--- src/rtl/sbox_walk_multi.sv ---
// Table-free AES S-box / inverse S-box over LANES bytes: walks p = 3^k with q = p^-1
// and lets each lane capture its result when its byte lines up with the walk.
module sbox_walk_multi #(
  parameter int LANES = 20
) (
  input  logic               clk_i,
  input  logic               reset_i,
  input  logic               start_i,
  input  logic               inv_i,
  input  logic [8*LANES-1:0] idx_i,
  output logic               busy_o,
  output logic               done_o,
  output logic [8*LANES-1:0] dout_o
);

  typedef enum logic [1:0] {
    IDLE = 2'd0,
    WALK = 2'd1,
    DONE = 2'd2
  } state_t;

  localparam logic [7:0] LAST_STEP = 8'd254;

  state_t             state_q;
  logic [7:0]         p_q;
  logic [7:0]         q_q;
  logic [7:0]         step_q;
  logic [LANES-1:0]   res_q;
  logic [8*LANES-1:0] idx_q;
  logic [8*LANES-1:0] dout_q;
  logic               inv_q;
  logic               busy_q;
  logic               done_q;

  logic [7:0]         aff_d;
  logic [7:0]         p_d;
  logic [7:0]         q_d;
  logic [LANES-1:0]   hit_d;
  logic [LANES-1:0]   cap_d;
  logic [8*LANES-1:0] cap_val_d;
  logic               all_res_d;

  function automatic logic [7:0] xtime(input logic [7:0] a);
    return {a[6:0], 1'b0} ^ (a[7] ? 8'h1B : 8'h00);
  endfunction

  function automatic logic [7:0] gmul(input logic [7:0] a, input logic [7:0] b);
    logic [7:0] acc;
    logic [7:0] x;
    acc = 8'h00;
    x   = a;
    for (int k = 0; k < 8; k++) begin
      if (b[k]) acc = acc ^ x;
      x = xtime(x);
    end
    return acc;
  endfunction

  // 0xF6 is the inverse of 0x03, so q tracks p^-1 and aff(q) is S(p).
  always_comb begin
    p_d   = xtime(p_q) ^ p_q;
    q_d   = gmul(q_q, 8'hF6);
    aff_d = q_q ^ {q_q[6:0], q_q[7]} ^ {q_q[5:0], q_q[7:6]}
          ^ {q_q[4:0], q_q[7:5]} ^ {q_q[3:0], q_q[7:4]} ^ 8'h63;
  end

  always_comb begin
    hit_d     = '0;
    cap_val_d = '0;
    for (int i = 0; i < LANES; i++) begin
      if (!inv_q) begin
        if (idx_q[8*i +: 8] == 8'h00) begin
          hit_d[i]            = 1'b1;
          cap_val_d[8*i +: 8] = 8'h63;
        end else if (idx_q[8*i +: 8] == p_q) begin
          hit_d[i]            = 1'b1;
          cap_val_d[8*i +: 8] = aff_d;
        end
      end else begin
        if (idx_q[8*i +: 8] == 8'h63) begin
          hit_d[i]            = 1'b1;
          cap_val_d[8*i +: 8] = 8'h00;
        end else if (idx_q[8*i +: 8] == aff_d) begin
          hit_d[i]            = 1'b1;
          cap_val_d[8*i +: 8] = p_q;
        end
      end
    end
    cap_d     = hit_d & ~res_q;
    all_res_d = &(res_q | hit_d);
  end

  always_ff @(posedge clk_i) begin
    if (reset_i) begin
      state_q <= IDLE;
      busy_q  <= 1'b0;
      done_q  <= 1'b0;
      dout_q  <= '0;
      idx_q   <= '0;
      inv_q   <= 1'b0;
      p_q     <= 8'h01;
      q_q     <= 8'h01;
      step_q  <= 8'd0;
      res_q   <= '0;
    end else begin
      case (state_q)
        IDLE: begin
          done_q <= 1'b0;
          if (start_i) begin
            state_q <= WALK;
            busy_q  <= 1'b1;
            idx_q   <= idx_i;
            inv_q   <= inv_i;
            dout_q  <= '0;
            res_q   <= '0;
            p_q     <= 8'h01;
            q_q     <= 8'h01;
            step_q  <= 8'd0;
          end
        end
        WALK: begin
          for (int i = 0; i < LANES; i++) begin
            if (cap_d[i]) dout_q[8*i +: 8] <= cap_val_d[8*i +: 8];
          end
          res_q  <= res_q | hit_d;
          step_q <= step_q + 8'd1;
          p_q    <= p_d;
          q_q    <= q_d;
          // Every byte is reached by step 254, so that step always ends the walk.
          if (all_res_d || (step_q == LAST_STEP)) begin
            state_q <= DONE;
            done_q  <= 1'b1;
          end
        end
        DONE: begin
          state_q <= IDLE;
          busy_q  <= 1'b0;
          done_q  <= 1'b0;
        end
        default: begin
          state_q <= IDLE;
          busy_q  <= 1'b0;
          done_q  <= 1'b0;
        end
      endcase
    end
  end

  assign busy_o = busy_q;
  assign done_o = done_q;
  assign dout_o = dout_q;

endmodule

--- config.mk ---
export PLATFORM = sky130hd
export DESIGN_NAME = sbox_walk_multi
export DESIGN_NICKNAME = d
export VERILOG_FILES = /design/src/rtl/sbox_walk_multi.sv
export SDC_FILE = /design/constraint.sdc
export NUM_CORES = 1
export LEC_CHECK = 0
export ABC_CLOCK_PERIOD_IN_PS = 4500
export BUFFER_PORTS_ARGS = -buffer_cell sky130_fd_sc_hd__buf_4
export CORE_MARGIN = 3
export CORE_UTILIZATION = 25
export DETAILED_ROUTE_END_ITERATION = 10
export PLACE_DENSITY = 0.5
export SETUP_SLACK_MARGIN = 0.2
export SYNTH_ARGS = -nofsm -noshare
export SYNTH_HDL_FRONTEND = slang
export SYNTH_SLANG_ARGS = --single-unit
--- constraint.sdc ---
create_clock -name clk_i -period 4.5 [get_ports clk_i]
set_input_delay 0 -clock clk_i [delete_from_list [all_inputs] [get_ports clk_i]]
set_output_delay 0 -clock clk_i [all_outputs]
set_load 0.01 [all_outputs]
==> metrics.csv <==
stage,metric,value,unit
status,status,finished clean,
global_route,largest net degree at the start of global routing,203,
route,Routed WL per cell,25.1,um
cts,CTS Buffer Depth,3,
power_and_ir_drop,sw frac,46.7,%
critical_path,WP depth,9,
critical_path,Critical Path End Type,flip-flop,
critical_path,FF-to-FF Start,q_q[1],
global_route,gr usage total,23.6,%
global_route,gr ovfl total,0,
sta,Worst-Margin Slew,1.13,ns
route,DRC Markers,0,
min_path,Worst Hold Class,in2reg,
layout,nets,3557,
layout,share of cells above drive strength 1,17.4,%
sta,max frequency,237,MHz
logic_synthesis,sequential cell area fraction in the yosys report,32.3,%
floorplanning,Die Wd,309,um
floorplanning,initial core utilization,25.3,%
critical_path,Crit Path Category,reg2reg,
critical_path,CP Data Arrival Time,4.72,ns
sta,Setup Skew,0.0269,ns
cts,H-tree depth,2,
placed_design,gp weighted congestion,1.00,
floorplanning,DIE AREA,95200,um2
route,First DRT Iteration DRCs,2583,
power_and_ir_drop,Peak VDD IR,0.422,mV
floorplanning,I/O pin count,326,
placed_design,dpl cells,4353,
sta,pins over their slew limit,0,
logic_synthesis,Synth async-reset ratio,0,%
sta,endpoints failing hold,0,
logic_synthesis,top cell type by total area after synthesis,dfxtp_1,
logic_synthesis,Syn Nets,3108,
critical_path,Crit path buffers/inverters,0,
logic_synthesis,Main synth FF type,dfxtp_1,
critical_path,CP required,5.00,ns
cts,CTS tree,built,
sta,Slew headroom,24.5,%
route,drt total wl,116000,um
global_route,initial antenna violation count,2,
global_route,first-pass GRT wire length,166000,um
floorplanning,Core ar.,90400,um2
logic_synthesis,synthesized area,22900,um2
critical_path,CP Cell Sequence,"xor2_1, xnor3_1, a2111oi_0, o2111ai_1, nor3b_1, or3_1, a21oi_2, nor2_1, a22o_1",
floorplanning,row cnt,110,
logic_synthesis,Syn Area/Cell,7.78,um2
logic_synthesis,Post-Syn Instances,2942,
critical_path,critical path's slowest cell,dfxtp_1,
critical_path,R2R Path End,dout_o[36],
job,MaxCap Viol Count,0,
cts,Clock Pin Slew Worst Setup and Hold Paths,0.06,ns
logic_synthesis,Synth cell types,81,
power_and_ir_drop,Comb power frac,58.0,%
cts,Sink Count,369,
logic_synthesis,leading cell types by count after synthesis,"nand2_1 (557), dfxtp_1 (369), a21oi_1 (324)",
sta,# setup viols final,0,
layout,Non-Filler Instances,4604,
cts,clock root buffer,clkbuf_16,
layout,synthesis-to-finish area growth,32.2,%
min_path,hold depth,4,
critical_path,Critical Path Source Type,flip-flop,
logic_synthesis,number of enable flip-flop cells after synthesis,0,
logic_synthesis,synthesis-stage register bit count,369,
global_route,vias in the first global route,23600,
sta,RSZ-0062 raised after global routing,true,
route,DRT Pass-1 Iters,6,
power_and_ir_drop,power per cell area,604,nW/um2
route,vias,24500,
cts,TritonCTS buffer count,45,
logic_synthesis,Yosys Warn Count,0,
critical_path,R2R Setup Slk,0.28,ns
power_and_ir_drop,clock share of power,20.8,%
floorplanning,Die Span Y,309,um
critical_path,reg2reg path depth,9,
route,vias per cell,5.32,
logic_synthesis,area share of the largest cell type after synthesis,32.3,%
min_path,hold endpoint,idx_q[116],
power_and_ir_drop,Psw,8.55,mW
sta,post-route minimum period,4.22,ns
critical_path,Max Fanout on Critical Path,9,
power_and_ir_drop,Reg power frac,21.2,%
cts,Skew-Pair Late Insertion Delay,0.61,ns
route,Detail Route Antenna Nets,0,
sta,Final TNS setup,0,ns
logic_synthesis,most common cell in the netlist,nand2_1,
sta,period utilization,93.9,%
critical_path,max incr delay on CP,0.74,ns
placed_design,IO Port Bufs,325,
logic_synthesis,synth top area cells,"dfxtp_1 (32%), nand2_1 (9.1%), xnor2_1 (9.0%), a21oi_1 (7.1%), xor2_1 (3.4%)",
power_and_ir_drop,Pleak,11.6,nW
placed_design,Detail Placement HPWL,88000,um
min_path,hold wc startpoint,idx_i[116],
power_and_ir_drop,P_int,9.74,mW
critical_path,Crit path max-delay family,compound AO/OA/AOI/OAI gates,
==> power groups by stage <==
stage / logic (mW) / registers [mW] / clock network, mW
6_report: 10.6 / 3.88 / 3.81
5_1_grt: 11.1 / 3.90 / 4.01
4_1_cts: 10.3 / 3.87 / 3.87
3_5_place_dp: 10.1 / 3.94 / 0
3_3_place_gp: 10.1 / 3.94 / 0
2_1_floorplan: 6.29 / 3.71 / 0
==> layout make-up <==
cell class                      instances  area, um2
Tap cell                             1176       1470
Inverter                               35        131
Timing Repair Buffer                  638       5280
Fill cell                            9611      60200
Clock inverter                         19        249
Antenna cell                            1       2.50
Sequential cell                       369       7400
Multi-Input combinational cell       2302      14500
Clock buffer                           64       1280
==> metal layers <==
metal  part of all wire [%]  up-vias  track usage [%]
met4                    5.5        0             11.6
met1                     42    11900             30.5
met3                    7.9      233             4.06
met5                      0        -                0
met2                     45     1130             37.9
li1                       -    11200                -
==> cells by family (layout without fill, tap and decap cells) <==
kind of cell | count (synthesis) | count (layout) | synth area share [%]
other | 0 | 1 | 0
flip-flops | 369 | 369 | 32.3
XOR/XNOR | 379 | 379 | 17.6
adder cells (fa/ha/maj) | 2 | 2 | 0.109
buffers and inverters | 271 | 756 | 4.80
AND/OR/NAND/NOR | 1161 | 1161 | 23.4
AO/OA/AOI/OAI | 718 | 718 | 19.9
multiplexers | 42 | 42 | 1.85
==> how the worst max path moves through the flow <==
| stage | to | start | slack (ns) |
|---|---|---|---|
| floorplan | dout_o[154] | q_q[1] | 1.21 |
| global placement | dout_o[25] | q_q[6] | 0.24 |
| detailed placement | dout_o[25] | q_q[6] | 0.22 |
| CTS | dout_o[25] | q_q[6] | 0.20 |
| global route | dout_o[25] | q_q[6] | 0.17 |
| finish | dout_o[36] | q_q[1] | 0.28 |
==> sequential cells by signal (all words and copies together), names as in the netlist <==
| register | count |
|---|---|
| dout_o | 160 |
| idx_q | 160 |
| res_q | 20 |
| p_q | 8 |
| q_q | 8 |
| step_q | 8 |
| state_q | 2 |
| busy_o | 1 |
| done_o | 1 |
| inv_q | 1 |
==> timing repair <==
action / 4_1_cts / 5_1_grt
hold buffers: 167 / 0
gates resized for setup: 0 / 5
buffers inserted: 0 / 0
endpoints found under the hold margin: 217 / 0
endpoints found under the setup margin: 0 / 18
==> worst register-to-register path: stages, from the launching register on <==
cell	delay, ns
dfxtp_1	0.74
xor2_1	0.63
xnor3_1	0.44
a2111oi_0	0.60
o2111ai_1	0.38
nor3b_1	0.31
or3_1	0.39
a21oi_2	0.22
nor2_1	0.11
a22o_1	0.28
==> placed cells by master (no fill, tap or decap), types with 45 or more instances in the layout <==
cell / count
o21ai_0: 86
xor2_1: 88
xnor2_1: 236
a21oi_1: 324
dfxtp_1: 359
buf_4: 465
dlygate4sd3_1: 167
nor2_1: 204
clkbuf_16: 45
a22oi_1: 53
nor3_1: 76
nor4_1: 49
nand2_1: 556
==> per-stage QoR <==
stage	setup WS (ns)	power, mW	area [um2]	hold slack, ns	util, %
floorplan	1.21	10.0	22900	0.136	-
global placement	0.244	14.1	27000	0.250	29.9
detailed placement	0.220	14.1	27000	0.257	29.9
CTS	0.202	18.0	30200	0.176	33.4
global route	0.170	19.0	30300	0.222	33.5
finish	0.276	18.3	30300	0.198	33.5
(Power assumes the default switching activity.)
